<file path="config.mk">
export PLATFORM = sky130hd
export DESIGN_NAME = io_uart_responder
export DESIGN_NICKNAME = d
export VERILOG_FILES = /design/src/rtl/io_uart_responder.sv
export SDC_FILE = /design/constraint.sdc
export NUM_CORES = 1
export LEC_CHECK = 0
export ABC_AREA = 1
export CAP_MARGIN = 20
export CORE_MARGIN = 2
export CORE_UTILIZATION = 52
export CTS_CLUSTER_SIZE = 20
export DETAILED_ROUTE_END_ITERATION = 10
export PLACE_DENSITY_LB_ADDON = 0.15
export SYNTH_ARGS = -nofsm -noshare
export SYNTH_HDL_FRONTEND = slang
export SYNTH_SLANG_ARGS = --single-unit
</file>
<file path="constraint.sdc">
create_clock -name clk -period 2.9 [get_ports clk]
set_input_delay 0.725 -clock clk [delete_from_list [all_inputs] [get_ports clk]]
set_output_delay 0.725 -clock clk [all_outputs]
set_load 0.005 [all_outputs]
</file>
<file path="src/rtl/io_uart_responder.sv">
// io_uart_responder: memory-mapped 8N1 UART responder on the CPU IO bus with TX/RX FIFOs and a level interrupt
module io_uart_fifo #(
  parameter int B = 3
) (
  input  logic       clk,
  input  logic       resetq,
  input  logic       push,
  input  logic       pop,
  input  logic [7:0] din,
  output logic [7:0] dout,
  output logic       empty,
  output logic       full
);
  localparam logic [B-1:0] ONE = 1;
  logic [7:0] mem [2**B];
  logic [B-1:0] wp, rp;
  logic [B:0] cnt;
  logic do_push, do_pop;
  assign empty = cnt == '0;
  assign full = cnt[B];
  assign do_pop = pop & !empty;
  assign do_push = push & (!full | do_pop);
  assign dout = mem[rp];
  always_ff @(posedge clk)
    if (do_push) mem[wp] <= din;
  always_ff @(posedge clk or negedge resetq)
    if (!resetq) begin
      wp <= '0;
      rp <= '0;
      cnt <= '0;
    end else begin
      if (do_push) wp <= wp + ONE;
      if (do_pop) rp <= rp + ONE;
      cnt <= cnt + {{B{1'b0}}, do_push} - {{B{1'b0}}, do_pop};
    end
endmodule

module io_uart_responder #(
  parameter int SEL_BIT = 12,
  parameter int FIFOBITS = 3,
  parameter int DEFAULT_DIV = 217
) (
  input  logic        clk,
  input  logic        resetq,
  input  logic        io_rd,
  input  logic        io_wr,
  input  logic [31:0] io_addr,
  input  logic [31:0] io_dout,
  output logic [31:0] io_din,
  output logic        interrupt_request,
  input  logic        uart_rx,
  output logic        uart_tx
);
  typedef enum logic [1:0] {TX_IDLE, TX_START, TX_DATA, TX_STOP} tx_state_t;
  typedef enum logic [2:0] {RX_IDLE, RX_START, RX_DATA, RX_STOP, RX_BREAK} rx_state_t;
  logic sel;
  logic [1:0] off;
  logic wr_data, rd_data, wr_stat, wr_div, wr_ie;
  logic [15:0] div;
  logic [2:0] ie;
  logic ovr, ferr, ovr_set;
  logic tx_empty, tx_full, tx_idle;
  logic [7:0] tx_head;
  logic rx_empty, rx_full;
  logic [7:0] rx_head;
  logic unused_ok;
  assign unused_ok = ^{io_addr, io_dout};
  assign sel = io_addr[SEL_BIT];
  assign off = io_addr[3:2];
  assign wr_data = io_wr & sel & (off == 2'd0);
  assign rd_data = io_rd & sel & (off == 2'd0);
  assign wr_stat = io_wr & sel & (off == 2'd1);
  assign wr_div = io_wr & sel & (off == 2'd2);
  assign wr_ie = io_wr & sel & (off == 2'd3);
  // Serializer: uart_tx is registered from the current state, so every bit is shifted one clock late but held exactly div clocks
  tx_state_t tx_state, tx_next;
  logic [15:0] tx_cnt, tx_div;
  logic [2:0] tx_bit;
  logic [7:0] tx_sh;
  logic tx_tick, tx_load;
  assign tx_tick = tx_cnt == 16'd0;
  assign tx_idle = tx_empty & (tx_state == TX_IDLE);
  always_comb begin
    tx_load = !tx_empty & ((tx_state == TX_IDLE) | ((tx_state == TX_STOP) & tx_tick));
    tx_next = tx_load ? TX_START :
              !tx_tick ? tx_state :
              tx_state == TX_START ? TX_DATA :
              tx_state == TX_DATA ? (tx_bit == 3'd7 ? TX_STOP : TX_DATA) : TX_IDLE;
  end
  always_ff @(posedge clk or negedge resetq)
    if (!resetq) tx_state <= TX_IDLE;
    else tx_state <= tx_next;
  always_ff @(posedge clk or negedge resetq)
    if (!resetq) begin
      uart_tx <= 1'b1;
      tx_cnt <= '0;
      tx_div <= 16'(DEFAULT_DIV);
      tx_bit <= '0;
      tx_sh <= '0;
    end else begin
      uart_tx <= tx_state == TX_START ? 1'b0 : tx_state == TX_DATA ? tx_sh[0] : 1'b1;
      if (tx_load) begin
        tx_sh <= tx_head;
        tx_div <= div;
        tx_cnt <= div - 16'd1;
        tx_bit <= '0;
      end else if (tx_state != TX_IDLE) begin
        tx_cnt <= tx_tick ? tx_div - 16'd1 : tx_cnt - 16'd1;
        if (tx_tick & (tx_state == TX_DATA)) begin
          tx_sh <= tx_sh >> 1;
          tx_bit <= tx_bit + 3'd1;
        end
      end
    end
  io_uart_fifo #(.B(FIFOBITS)) u_tx_fifo (
    .clk(clk), .resetq(resetq), .push(wr_data), .pop(tx_load),
    .din(io_dout[7:0]), .dout(tx_head), .empty(tx_empty), .full(tx_full)
  );
  // Deserializer: counter is preloaded with div/2-1 while idle so the start recheck lands mid-bit
  rx_state_t rx_state, rx_next;
  logic rx_s1, rx_s2, rx_d;
  logic [15:0] rx_cnt, rx_div;
  logic [2:0] rx_bit;
  logic [7:0] rx_sh;
  logic rx_tick, rx_done, rx_bad;
  assign rx_tick = rx_cnt == 16'd0;
  always_comb begin
    rx_done = (rx_state == RX_STOP) & rx_tick & rx_s2;
    rx_bad = (rx_state == RX_STOP) & rx_tick & !rx_s2;
    rx_next = rx_state == RX_IDLE ? (rx_d & !rx_s2 ? RX_START : RX_IDLE) :
              rx_state == RX_BREAK ? (rx_s2 ? RX_IDLE : RX_BREAK) :
              !rx_tick ? rx_state :
              rx_state == RX_START ? (rx_s2 ? RX_IDLE : RX_DATA) :
              rx_state == RX_DATA ? (rx_bit == 3'd7 ? RX_STOP : RX_DATA) :
              rx_s2 ? RX_IDLE : RX_BREAK;
  end
  always_ff @(posedge clk or negedge resetq)
    if (!resetq) rx_state <= RX_IDLE;
    else rx_state <= rx_next;
  always_ff @(posedge clk or negedge resetq)
    if (!resetq) begin
      rx_s1 <= 1'b1;
      rx_s2 <= 1'b1;
      rx_d <= 1'b1;
      rx_cnt <= '0;
      rx_div <= 16'(DEFAULT_DIV);
      rx_bit <= '0;
      rx_sh <= '0;
    end else begin
      rx_s1 <= uart_rx;
      rx_s2 <= rx_s1;
      rx_d <= rx_s2;
      if (rx_state == RX_IDLE) begin
        rx_div <= div;
        rx_cnt <= {1'b0, div[15:1]} - 16'd1;
        rx_bit <= '0;
      end else begin
        rx_cnt <= rx_tick ? rx_div - 16'd1 : rx_cnt - 16'd1;
        if (rx_tick & (rx_state == RX_DATA)) begin
          rx_sh <= {rx_s2, rx_sh[7:1]};
          rx_bit <= rx_bit + 3'd1;
        end
      end
    end
  io_uart_fifo #(.B(FIFOBITS)) u_rx_fifo (
    .clk(clk), .resetq(resetq), .push(rx_done), .pop(rd_data),
    .din(rx_sh), .dout(rx_head), .empty(rx_empty), .full(rx_full)
  );
  // A read in the same cycle frees a slot, so a full FIFO only overflows without one
  assign ovr_set = rx_done & rx_full & !rd_data;
  always_ff @(posedge clk or negedge resetq)
    if (!resetq) begin
      div <= 16'(DEFAULT_DIV);
      ie <= '0;
      ovr <= 1'b0;
      ferr <= 1'b0;
      interrupt_request <= 1'b0;
    end else begin
      if (wr_div) div <= io_dout[15:0] < 16'd4 ? 16'd4 : io_dout[15:0];
      if (wr_ie) ie <= io_dout[2:0];
      ovr <= ovr_set | (ovr & !(wr_stat & io_dout[3]));
      ferr <= rx_bad | (ferr & !(wr_stat & io_dout[4]));
      interrupt_request <= |(ie & {ovr | ferr, !tx_full, !rx_empty});
    end
  assign io_din = !(sel & io_rd) ? '0 :
                  off == 2'd0 ? {24'b0, rx_empty ? 8'h00 : rx_head} :
                  off == 2'd1 ? {27'b0, ferr, ovr, tx_idle, !rx_empty, !tx_full} :
                  off == 2'd2 ? {16'b0, div} : {29'b0, ie};
endmodule

</file>
==> impl_metrics.toml <==
[yosys]
synth_top_area_share_pct = 30.99
synth_area_mm2 = 0.01240
synth_top_cell_by_area = "edfxtp_1"
synth_edf_count = 128
synth_cell_types = 52
synth_area_leaders = "edfxtp_1 31%, dfrtp_1 24%, nand2_1 6.7%"
yosys_most_used_dff = "edfxtp_1"
yosysWarningCount = 0
synth_cells = 1277
synth_area_per_cell_um2 = 9.713
synth_seq_cells = 265
async_reset_ff_share_pct = 51.70
yosysSeqAreaShare_pct = 58.82

[route]
wl_per_cell_um = 16.30
drc = 0
vias = 8994
dr.pass1.iters = 5
wl_um = 28140
drtIter0Drc = 617
ant_nets = 0
vias_per_cell = 5.211

[die]
die_x_um = 158.4
core_area_mm2 = 0.02347
dieArea_mm2 = 0.02510
fp-row-count = 56
die_y_um = 158.4
initial_utilization_pct = 52.84
io_pins = 103

[layout]
stdcell_count = 1726
final_layout_size_suffix_gt1_share_pct = 16.42
insertedDiodeCount = 0
fill_cells = 1949
nets = 1480
area_growth_pct = 18.74
fin_util_pct = 62.75

[sta]
fin_hold_ws_ns = 0.1542
hold_violations = 0
finalCritPeriodShare_pct = 98.72
slew_headroom_pct = 31.94
setup_ws_ns = 0.03714
fmax_mhz = 349.3
layout_min_cycle_time_ns = 2.863
fin_setup_tns_ns = 0
clock_skew_ns = 0.007290
slew_viol_final = 0
worstMarginPinSlew_ns = 1.021
rsz0062_at_grt = "true"
setup_viol = 0

[critical_path]
cpMostUsedCell = "buf_6"
crit_required_ns = 2.17
start_kind = "register"
endpoint_kind = "output pin"
critical-path-top-delay-family = "buffers and inverters"
path_cells = "buf_6, buf_6, buf_8, o21ai_2, o221ai_2, nand3_2, a211oi_2, buf_2"
critPathKind = "register to output pin"
cp.buffers_inverters = 4
arrival_ns = 2.14
cp_slowest_stage_delay_ns = 0.43
worstPathMaxFanout = 5
critical_path.slowest_cell = "dfrtp_2"

[global_routing]
grt_pass1_wl_um = 45400
grt_usage_pct = 23.39
antenna_found_initial = 0
grt_remaining_overflow = 0
grt_pass1_vias = 8643
grt_max_degree = 56

[clock_network]
htreeDepth = 1
cts_buffer_depth = 3
clock_latency_ns = 0.54
cts_tree = "done"
cts.clk_slew.worst_paths_ns = 0.06
cts_buffers = 28
clock-sinks = 265
cts-root-buf = "clkbuf_16"
hold_buffers = 0

[pwr]
leakagePower_nw = 6.400
vdd_ir_drop_max_mv = 0.6319
pwr_density_cell_mw_per_mm2 = 814.1

[worst_hold_path]
hold_class = "input port to asynchronous set/reset pin"

[place]
dp_hpwl_um = 19200
port_buffers = 41
dp_slack_ns = -0.3350
gp_congestion = 0.8421
dp_cells = 1660

[status]
status = "finished clean"

[run]
maxCapViolCount = 0
## cell families after synthesis
logic type / count (synthesis) / share of synthesized area [%]
AND/OR/NAND/NOR: 520 / 18.14
buffers and inverters: 209 / 7.011
AO/OA/AOI/OAI: 226 / 11.06
adder cells (fa/ha/maj): 26 / 2.744
XOR/XNOR: 25 / 1.765
flip-flops: 265 / 58.82
other: 1 / 0.03023
multiplexers: 5 / 0.4338
## through the flow
step	power, mW	cell area (um2)
after floorplan	7.148	12460
after global placement	8.086	13520
after detailed placement	8.151	13520
after CTS	11.98	14680
after global routing	12.73	14730
final	11.99	14730
## final timing paths
check | startpoint | endpoint | slack [ns] | cells after the start
worst max-delay path | u_rx_fifo.rp[0]$_DFFE_PN0P_ | io_din[3] | 0.04 | 8
worst min-delay path | resetq | tx_sh[7]$_DFFE_PN0P_ | 0.15 | 1
worst max register to register | rx_cnt[15]$_DFF_PN0_ | u_rx_fifo.cnt[2]$_DFF_PN0_ | 0.40 | 13
worst min register to register | rx_s1$_DFF_PN1_ | rx_s2$_DFF_PN1_ | 0.36 | 0
max in group asynchronous | resetq | uart_tx$_DFF_PN1_ | 2.03 | 2
min in group clk | rx_s1$_DFF_PN1_ | rx_s2$_DFF_PN1_ | 0.36 | 0
## layer usage
layer	global-route usage (%)	share of wire, %
met1	32.81	45
met2	38.57	47
met3	3.157	4.7
met4	6.478	2.4
met5	0	0
## layout by cell type, fill, tap and decap left out, drive strengths merged, types with 23 or more instances in the layout
| cell | netlist | final |
|---|---|---|
| nand2 | 242 | 242 |
| edfxtp | 128 | 128 |
| nand3 | 52 | 52 |
| ha | 24 | 24 |
| o21ai | 127 | 127 |
| nor2 | 195 | 195 |
| dfrtp | 118 | 118 |
| buf | 28 | 89 |
| inv | 146 | 146 |
| clkbuf | 33 | 46 |
| a21oi | 23 | 23 |
## cells in the mapped netlist, types with 3 or more instances
cell,instances
a31oi_1,7
dfstp_2,19
xor2_1,15
ha_1,24
a21oi_1,22
nand2_4,5
nand2_1,221
xnor2_1,10
o21bai_1,10
o221ai_1,13
edfxtp_1,128
nand3_1,50
inv_2,3
mux2_2,3
nor4_1,3
nor3_1,13
a211oi_1,5
inv_1,143
nor2_1,180
dfrtp_1,118
nor3b_1,5
buf_4,16
nor2_4,4
a32o_1,5
clkbuf_1,33
o22ai_1,4
o32ai_1,14
o21ai_0,125
buf_2,8
or2_2,4
nand4_1,3
nand2_2,16
a311oi_1,5
nor2_2,10
o211ai_1,7
## where the power goes
group,leakage (nW),internal [mW],switching (mW)
clock,0.435,2.04,1.40
sequential,2.80,4.52,0.337
combinational,3.17,1.50,2.20
## final cells by class
class | instances | area [um2] | area share [%]
Sequential cell | 265 | 7297 | 49.55
Clock inverter | 8 | 58.81 | 0.3993
Tap cell | 319 | 399.1 | 2.710
Clock buffer | 44 | 832.0 | 5.649
Inverter | 148 | 559.3 | 3.797
Multi-Input combinational cell | 818 | 4431 | 30.08
Timing Repair Buffer | 124 | 1151 | 7.816
## worst register-to-register path, delay by kind of cell, from the launching register on
kind	cells	cell delay, ns
adders and majority gates	2	0.56
xor gates and xnor gates	1	0.13
and+or+nand+nor	7	0.96
buffers and inverters	3	0.36
DFF	1	0.37
## flip-flops by register name (all words and copies together), names as in the netlist, 16 cells and up
name and flops:
u_tx_fifo.mem 64, u_rx_fifo.mem 64, tx_div 16, tx_cnt 16, rx_cnt 16, div 16, rx_div 16
## what timing repair did
| item | CTS | global route |
|---|---|---|
| resized for setup | 76 | 27 |
| setup buffers | 13 | 0 |
| pin swaps | 14 | 17 |
| gates cloned | 2 | 0 |
| setup endpoints to repair | 16 | 6 |
Power figures use the tool's default switching activity.
